### config.mk
export PLATFORM = sky130hd
export DESIGN_NAME = systolic_2x2_feeder_flat
export DESIGN_NICKNAME = d
export VERILOG_FILES = /design/src/rtl/systolic_2x2_feeder_if.sv /design/src/rtl/systolic_2x2_feeder.sv /design/src/flat_wrapper.sv
export SDC_FILE = /design/constraint.sdc
export NUM_CORES = 1
export LEC_CHECK = 0
export ABC_AREA = 1
export CORE_UTILIZATION = 41
export DETAILED_ROUTE_END_ITERATION = 12
export PLACE_DENSITY = 0.73
export SETUP_SLACK_MARGIN = 0.3
export SKIP_CTS_REPAIR_TIMING = 1
export SYNTH_ARGS = -nofsm -noshare
export SYNTH_HDL_FRONTEND = slang
export SYNTH_SLANG_ARGS = --single-unit
### constraint.sdc
create_clock -name clk -period 1.69 [get_ports clk]
set_input_delay 0.338 -clock clk [delete_from_list [all_inputs] [get_ports clk]]
set_output_delay 0.338 -clock clk [all_outputs]
set_load 0.005 [all_outputs]
### src/rtl/systolic_2x2_feeder_if.sv
// Bundle of the feeder's upstream pair handshake, skewed array stream and result handshake.
// The feeder takes the slave view; whatever drives pairs and models the array takes master.
interface systolic_2x2_feeder_if #(
  parameter int data_width = 8
);
  logic                      in_valid;
  logic                      in_ready;
  logic [4*data_width-1:0]   a_mat;
  logic [4*data_width-1:0]   b_mat;

  logic                      arr_enable;
  logic                      arr_clear;
  logic [data_width-1:0]     arr_a0;
  logic [data_width-1:0]     arr_a1;
  logic [data_width-1:0]     arr_b0;
  logic [data_width-1:0]     arr_b1;
  logic [2*data_width-1:0]   arr_c00;
  logic [2*data_width-1:0]   arr_c01;
  logic [2*data_width-1:0]   arr_c10;
  logic [2*data_width-1:0]   arr_c11;
  logic                      arr_done;

  logic                      out_valid;
  logic                      out_ready;
  logic [8*data_width-1:0]   c_mat;
  logic                      err;
  logic                      busy;

  modport slave (
    input  in_valid, a_mat, b_mat,
    input  arr_c00, arr_c01, arr_c10, arr_c11, arr_done,
    input  out_ready,
    output in_ready, arr_enable, arr_clear, arr_a0, arr_a1, arr_b0, arr_b1,
    output out_valid, c_mat, err, busy
  );

  modport master (
    output in_valid, a_mat, b_mat,
    output arr_c00, arr_c01, arr_c10, arr_c11, arr_done,
    output out_ready,
    input  in_ready, arr_enable, arr_clear, arr_a0, arr_a1, arr_b0, arr_b1,
    input  out_valid, c_mat, err, busy
  );
endinterface

### src/rtl/systolic_2x2_feeder.sv
// Feeds one 2x2 A/B pair into a systolic array with row/column skew and returns the result.
// Result earliest 8 cycles after accept plus array done delay; result held until out_ready.
module systolic_2x2_feeder #(
  parameter int data_width     = 8,
  parameter int timeout_cycles = 16
) (
  input logic                clk,
  input logic                rst,
  systolic_2x2_feeder_if.slave bus
);
  localparam int dw = data_width;
  localparam int cw = $clog2(timeout_cycles + 1);
  localparam logic [cw-1:0] cnt_last = cw'(timeout_cycles - 1);
  localparam logic [cw-1:0] cnt_one  = cw'(1);

  typedef enum logic [2:0] {IDLE, CLEAR, FEED, PAD, WAIT, HOLD} state_t;

  state_t           state;
  logic [1:0]       phase;
  logic [cw-1:0]    wait_cnt;
  logic [4*dw-1:0]  a_reg;
  logic [4*dw-1:0]  b_reg;

  logic             in_ready_q;
  logic             busy_q;
  logic             arr_enable_q;
  logic             arr_clear_q;
  logic             out_valid_q;
  logic             err_q;
  logic [dw-1:0]    a0_q, a1_q, b0_q, b1_q;
  logic [8*dw-1:0]  c_mat_q;

  logic [dw-1:0] a00, a01, a10, a11, b00, b01, b10, b11;
  assign a00 = a_reg[0*dw +: dw];
  assign a01 = a_reg[1*dw +: dw];
  assign a10 = a_reg[2*dw +: dw];
  assign a11 = a_reg[3*dw +: dw];
  assign b00 = b_reg[0*dw +: dw];
  assign b01 = b_reg[1*dw +: dw];
  assign b10 = b_reg[2*dw +: dw];
  assign b11 = b_reg[3*dw +: dw];

  always_ff @(posedge clk) begin
    if (rst) begin
      state        <= IDLE;
      phase        <= '0;
      wait_cnt     <= '0;
      a_reg        <= '0;
      b_reg        <= '0;
      in_ready_q   <= 1'b1;
      busy_q       <= 1'b0;
      arr_enable_q <= 1'b0;
      arr_clear_q  <= 1'b0;
      out_valid_q  <= 1'b0;
      err_q        <= 1'b0;
      a0_q         <= '0;
      a1_q         <= '0;
      b0_q         <= '0;
      b1_q         <= '0;
      c_mat_q      <= '0;
    end else begin
      case (state)
        IDLE: begin
          if (bus.in_valid) begin
            a_reg       <= bus.a_mat;
            b_reg       <= bus.b_mat;
            in_ready_q  <= 1'b0;
            busy_q      <= 1'b1;
            arr_clear_q <= 1'b1;
            state       <= CLEAR;
          end
        end
        CLEAR: begin
          arr_clear_q  <= 1'b0;
          arr_enable_q <= 1'b1;
          a0_q         <= a00;
          b0_q         <= b00;
          a1_q         <= '0;
          b1_q         <= '0;
          phase        <= 2'd0;
          state        <= FEED;
        end
        // Row 1 / column 1 lag row 0 / column 0 by one step.
        FEED: begin
          phase <= phase + 2'd1;
          case (phase)
            2'd0: begin
              a0_q <= a01;
              b0_q <= b10;
              a1_q <= a10;
              b1_q <= b01;
            end
            2'd1: begin
              a0_q <= '0;
              b0_q <= '0;
              a1_q <= a11;
              b1_q <= b11;
            end
            default: begin
              a0_q  <= '0;
              b0_q  <= '0;
              a1_q  <= '0;
              b1_q  <= '0;
              phase <= 2'd0;
              state <= PAD;
            end
          endcase
        end
        PAD: begin
          if (phase == 2'd2) begin
            phase    <= 2'd0;
            wait_cnt <= '0;
            state    <= WAIT;
          end else begin
            phase <= phase + 2'd1;
          end
        end
        // A done on the expiring cycle still counts as a real result.
        WAIT: begin
          if (bus.arr_done) begin
            c_mat_q      <= {bus.arr_c11, bus.arr_c10, bus.arr_c01, bus.arr_c00};
            err_q        <= 1'b0;
            out_valid_q  <= 1'b1;
            arr_enable_q <= 1'b0;
            state        <= HOLD;
          end else if (wait_cnt == cnt_last) begin
            c_mat_q      <= '0;
            err_q        <= 1'b1;
            out_valid_q  <= 1'b1;
            arr_enable_q <= 1'b0;
            state        <= HOLD;
          end else begin
            wait_cnt <= wait_cnt + cnt_one;
          end
        end
        HOLD: begin
          if (bus.out_ready) begin
            out_valid_q <= 1'b0;
            in_ready_q  <= 1'b1;
            busy_q      <= 1'b0;
            state       <= IDLE;
          end
        end
        default: state <= IDLE;
      endcase
    end
  end

  assign bus.in_ready   = in_ready_q;
  assign bus.busy       = busy_q;
  assign bus.arr_enable = arr_enable_q;
  assign bus.arr_clear  = arr_clear_q;
  assign bus.arr_a0     = a0_q;
  assign bus.arr_a1     = a1_q;
  assign bus.arr_b0     = b0_q;
  assign bus.arr_b1     = b1_q;
  assign bus.out_valid  = out_valid_q;
  assign bus.err        = err_q;
  assign bus.c_mat      = c_mat_q;
endmodule
### src/flat_wrapper.sv
// flat-port wrapper written by rule: the top's interface ports become plain ports
module systolic_2x2_feeder_flat 
#(
  parameter int data_width     = 8,
  parameter int timeout_cycles = 16
)
  (clk, rst, bus_in_valid, bus_a_mat, bus_b_mat, bus_arr_c00, bus_arr_c01, bus_arr_c10, bus_arr_c11, bus_arr_done, bus_out_ready, bus_in_ready, bus_arr_enable, bus_arr_clear, bus_arr_a0, bus_arr_a1, bus_arr_b0, bus_arr_b1, bus_out_valid, bus_c_mat, bus_err, bus_busy);
  systolic_2x2_feeder_if #(.data_width(data_width)) bus_i ();
  input logic clk;
  input logic rst;
  input wire logic [$bits(bus_i.in_valid)-1:0] bus_in_valid;
  input wire logic [$bits(bus_i.a_mat)-1:0] bus_a_mat;
  input wire logic [$bits(bus_i.b_mat)-1:0] bus_b_mat;
  input wire logic [$bits(bus_i.arr_c00)-1:0] bus_arr_c00;
  input wire logic [$bits(bus_i.arr_c01)-1:0] bus_arr_c01;
  input wire logic [$bits(bus_i.arr_c10)-1:0] bus_arr_c10;
  input wire logic [$bits(bus_i.arr_c11)-1:0] bus_arr_c11;
  input wire logic [$bits(bus_i.arr_done)-1:0] bus_arr_done;
  input wire logic [$bits(bus_i.out_ready)-1:0] bus_out_ready;
  output wire logic [$bits(bus_i.in_ready)-1:0] bus_in_ready;
  output wire logic [$bits(bus_i.arr_enable)-1:0] bus_arr_enable;
  output wire logic [$bits(bus_i.arr_clear)-1:0] bus_arr_clear;
  output wire logic [$bits(bus_i.arr_a0)-1:0] bus_arr_a0;
  output wire logic [$bits(bus_i.arr_a1)-1:0] bus_arr_a1;
  output wire logic [$bits(bus_i.arr_b0)-1:0] bus_arr_b0;
  output wire logic [$bits(bus_i.arr_b1)-1:0] bus_arr_b1;
  output wire logic [$bits(bus_i.out_valid)-1:0] bus_out_valid;
  output wire logic [$bits(bus_i.c_mat)-1:0] bus_c_mat;
  output wire logic [$bits(bus_i.err)-1:0] bus_err;
  output wire logic [$bits(bus_i.busy)-1:0] bus_busy;
  assign bus_i.in_valid = bus_in_valid;
  assign bus_i.a_mat = bus_a_mat;
  assign bus_i.b_mat = bus_b_mat;
  assign bus_i.arr_c00 = bus_arr_c00;
  assign bus_i.arr_c01 = bus_arr_c01;
  assign bus_i.arr_c10 = bus_arr_c10;
  assign bus_i.arr_c11 = bus_arr_c11;
  assign bus_i.arr_done = bus_arr_done;
  assign bus_i.out_ready = bus_out_ready;
  assign bus_in_ready = bus_i.in_ready;
  assign bus_arr_enable = bus_i.arr_enable;
  assign bus_arr_clear = bus_i.arr_clear;
  assign bus_arr_a0 = bus_i.arr_a0;
  assign bus_arr_a1 = bus_i.arr_a1;
  assign bus_arr_b0 = bus_i.arr_b0;
  assign bus_arr_b1 = bus_i.arr_b1;
  assign bus_out_valid = bus_i.out_valid;
  assign bus_c_mat = bus_i.c_mat;
  assign bus_err = bus_i.err;
  assign bus_busy = bus_i.busy;
  systolic_2x2_feeder #(.data_width(data_width), .timeout_cycles(timeout_cycles)) u_core (.clk(clk), .rst(rst), .bus(bus_i));
endmodule
== Yosys cells after proc, flatten, opt, wreduce, memory -nomap -nowiden ==
Index checks and enable logic that the tools add are counted.
Widths: inputs -> output; s select.
Operators by class
  add/sub/neg operators: 2
  eq/ne operators: 15
  multiplexer cells: 38
  reduce and logical (&&, ||, !) cells: 19
Operators with widths (count)
  $mux 64: 2
  $pmux 8 s2: 6
  $mux 3: 6
  $pmux 3 s6: 1
  $mux 8: 2
  $mux 5: 3
  $reduce_bool 2->1: 7
  $ne 2x2->1 const B: 5
  $pmux 1 s2: 5
  $pmux 5 s2: 1
  $mux 1: 9
  $reduce_and 2->1: 4
  $eq 3x2->1 const B: 2
  $eq 3x3->1 const B: 2
  $pmux 2 s3: 1
  $reduce_and 3->1: 2
  $add 5x1->5 const B: 1
  $eq 5x4->1 const B: 1
  $reduce_and 5->1: 1
  $mux 2: 2
  $reduce_and 4->1: 1
  $eq 3x1->1 const B: 1
  $logic_not 3->1: 1
  $ne 3x2->1 const B: 1
  other kinds (7): 7
Word-level totals
  register bits after elaboration: 176
  input bits: 133
  word-level logic and storage cells: 90

== Logic depth before layout (Yosys ltp) ==
  depth in word-level cells: 4
  gate-level depth with buffers: 11
  depth with buffers taken out: 10

== Worst setup path before layout ==
OpenSTA, ideal clock, no wires.
  path type: register -> register
  from: register u_core.wait_cnt[0]
  to: register u_core.arr_enable_q (netlist: u_core.bus.arr_enable)
  library setup time: 0.135 ns
  arrival time: 1.464 ns
  path slack: 0.091 ns
  cell stages (with the launch flop): 12
  period minus slack after synthesis: 1.599 ns
  path through: dfxtp_1 > ha_1 > nand2_1 > nor2_1 > ha_1 > nand3_1 > inv_2 > nor2_4 > buf_6 > buf_12 > o21ai_1 > nor2_1
Between the ends
  word-level cells in the longest chain between the ends: 3
RTL lines
  start: declaration: RTL line systolic_2x2_feeder.sv:20  | logic [cw-1:0] wait_cnt;
  start signal: assignment: RTL line systolic_2x2_feeder.sv:133  | wait_cnt <= wait_cnt + cnt_one;
  $eq 5x4->1: RTL line systolic_2x2_feeder.sv:126  | end else if (wait_cnt == cnt_last) begin
  $ne 3x2->1 (no line)
  $reduce_and 2->1 (no line)
  end signal: assignment: RTL line systolic_2x2_feeder.sv:75  | arr_enable_q <= 1'b1;
  end signal: assignment: RTL line systolic_2x2_feeder.sv:124  | arr_enable_q <= 1'b0;
  end signal: assignment: RTL line systolic_2x2_feeder.sv:130  | arr_enable_q <= 1'b0;
  end: declaration: RTL line systolic_2x2_feeder.sv:26  | logic arr_enable_q;
Every way passes these cells.
A chain may end at the register's enable or synchronous reset.

== Worst setup path after layout ==
  from: register u_core.wait_cnt[0]
  to: register u_core.c_mat_q[25] (netlist: u_core.bus.c_mat[25])
Between the ends
  word-level cells in the longest chain between the ends: 3
RTL lines
  $eq 5x4->1: RTL line systolic_2x2_feeder.sv:126
  $reduce_bool 2->1 (no line)
  $reduce_and 2->1 (no line)
  end signal: assignment: RTL line systolic_2x2_feeder.sv:121  | c_mat_q <= {bus.arr_c11, bus.arr_c10, bus.arr_c01, bus.arr_c00};
  end: declaration: RTL line systolic_2x2_feeder.sv:31  | logic [8*dw-1:0] c_mat_q;
Every way passes these cells.

==> results.toml <==
[critical_path]
worst-path-buf-inv = 3
critical_path.top_delay_family = "simple AND/OR/NAND/NOR gates"
cp-end-kind = "flop"
path_cells = "ha_4 -> nand2_2 -> nor2_2 -> ha_2 -> nand3_2 -> inv_2 -> nor2_4 -> buf_12 -> clkbuf_16 -> nand2_2 -> a21oi_1"
cp_slowest_cell = "dfxtp_4"
slowest_delay_ns = 0.36
cp_common_cell = "nand2_2"
crit_required_ns = 2.04
cp-start-kind = "flop"
arrival_ns = 1.98
worstPathMaxFanout = 16
crit_type = "flop to flop"

[run]
drv_cap = 0

[clocking]
htree_levels = 4
clkLatencyLatePin_ns = 0.44
clkTransAtPathRegs_ns = 0.06
cts_tree = "done"
cts_root_buf = "clkbuf_16"
cts_buffers = 17
cts_sinks = 176
cts_buffer_depth = 2

[synth]
synthTopCellsByArea = "dfxtp_1 (51%), nand2_1 (17%), a21oi_1 (8.2%)"
synthArstFlopShare_pct = 0
muxShareOfSynthArea_pct = 0
yosysTopAreaCell = "dfxtp_1"
syn_inst = 857
ys.flop_type = "dfxtp_1"
synth_adder_area_share_pct = 0.364
synth.distinct_cells = 29
synth_fp_nets = 992
synth_compound_area_share_pct = 17.3
synth_seq_cells = 176
synth_top_area_share_pct = 51.3
synth_top_family_by_area = "simple AND/OR/NAND/NOR gates"
synth-edff-count = 0
ys_warn_count = 0
syn_area_per_cell_sq_um = 8.01
yosysSeqAreaShare_pct = 51.3
synth_area_sq_mm = 0.00687
synthXorXnorAreaFrac_pct = 0.128
synth-simple-area-share_pct = 24.4

[floorplan]
num_io_pins = 235
initial_utilization_pct = 42.6
die_h_um = 131
die_w_um = 131
coreArea_sq_mm = 0.0161
num_rows = 46
dieArea_sq_mm = 0.0173

[final_layout]
fin_cells = 1334
multi_input_area_sq_mm = 0.00348
diodes = 0
finalInstanceArea_sq_mm = 0.0114
final_cell_mix = "nand2_1 (239), clkdlybuf4s50_1 (131), dfxtp_1 (130), dlymetal6s2s_1 (102), a21oi_2 (84)"
layout.nets = 1240
final_common_cell = "nand2_1"
seqCellArea_sq_mm = 0.00359
final_util_pct = 70.9
area_growth_pct = 66.4
drive_above_1_share_pct = 30.9
largest_register_ffs = 64
fillers = 1200

[power]
p_leak_nw = 5.84
ir_worst_vdd_v = 0.000813
p_per_area_mw_per_mm2 = 1300

[global_routing]
gr-total-overflow = 0
grt_use_total_pct = 21.6
grt_first_pass_wirelength_um = 30100
grt_pass1_vias = 6019
grt_max_degree = 77
antenna_found_initial = 0

[sta]
timing.fmax_ghz = 0.613
drv_slew = 0
rsz0062_at_grt = "true"
final.min_clock_period_ns = 1.63
finalCritPeriodShare_pct = 96.5
skew_ns = 0.0112
worst_pin_slew_ns = 0.515
setup_viol = 0
max-slew-margin-rel_pct = 65.7
finalHoldViolations = 0

[placed_design]
io_buffers = 234
dp_cells = 1274
place_hpwl_um = 12100
gp_congestion = 0.787
placed_area_sq_mm = 0.00947

[route]
totalWireLength_um = 22400
drt-vias-per-instance = 5.10
firstDrtPassIters = 4
drc = 0
via_count = 6797
first_iter_violations = 333
wl_per_cell_um = 16.8
drtAntennaViolNets = 0

[status]
status = "finished, final reports clean"

[min_path]
hp-class = "input port to flop"
[final timing paths]
path | from | endpoint | slack (ns) | cells after the start
max | u_core.wait_cnt[0]$_SDFFE_PP0P_ | u_core.bus.c_mat[25]$_SDFFE_PP0P_ | 0.06 | 11
min reg2reg | u_core.bus.c_mat[56]$_SDFFE_PP0P_ | u_core.bus.c_mat[56]$_SDFFE_PP0P_ | 0.46 | 2
max reg2reg | u_core.wait_cnt[0]$_SDFFE_PP0P_ | u_core.bus.c_mat[25]$_SDFFE_PP0P_ | 0.06 | 11
min | rst | u_core.b_reg[7]$_SDFFE_PP0P_ | 0.22 | 2
[where the power goes]
group / internal (W) / total (W) / switching [W]
Sequential: 0.00494 / 0.00549 / 0.000551
Combinational: 0.00245 / 0.00518 / 0.00273
Clock: 0.00259 / 0.00423 / 0.00164
Total: 0.00999 / 0.0149 / 0.00491
[synthesized netlist by cell type (14+ instances only)]
cell      instances
dfxtp_1         176
clkbuf_1         21
inv_1            17
nor2_1           19
a31oi_1          16
nand3_1          15
nand2_2          40
nand2_1         312
a21oi_2          39
a21oi_1         113
o21ai_0          34
buf_2            14
[final cells by class]
class / instances / share of cell area [%]
Sequential cell: 176 / 31.4
Multi-Input combinational cell: 606 / 30.5
Timing Repair Buffer: 285 / 29.4
Clock buffer: 23 / 4.18
Tap cell: 216 / 2.37
Clock inverter: 9 / 1.36
Inverter: 19 / 0.756
[cell families (layout without fill, tap and decap cells)]
kind of cell	after synthesis	in the layout
AND/OR/NAND/NOR	399	399
AO/OA/AOI/OAI	204	204
flip-flops	176	176
buffers and inverters	75	336
adder cells (fa/ha/maj)	2	2
XOR/XNOR	1	1
[worst reg2reg max path: stages, from the launching register on]
cell and delay (ns):
dfxtp_4 0.36, ha_4 0.16, nand2_2 0.07, nor2_2 0.03
ha_2 0.17, nand3_2 0.10, inv_2 0.05, nor2_4 0.14
buf_12 0.13, clkbuf_16 0.19, nand2_2 0.07, a21oi_1 0.11
[through the flow]
step                power (W)  TNS, ns  worst slack, ns  hold slack, ns
floorplan             0.00747        0            0.141           0.438
global placement      0.00919        0           0.0559           0.446
detailed placement    0.00923        0           0.0218           0.449
CTS                    0.0135  -0.0298          -0.0225           0.195
global route           0.0156   -0.238          -0.0239           0.226
finish                 0.0149        0           0.0595           0.222
[layer usage]
metal / part of all wire (%) / routed length [um] / GRT usage [%]
met5: 0 / 0 / 0
met4: 2.8 / 632 / 7.95
met3: 7.4 / 1660 / 5.02
met2: 48 / 10800 / 34.2
met1: 41 / 9260 / 28.5
(Power assumes the default switching activity.)
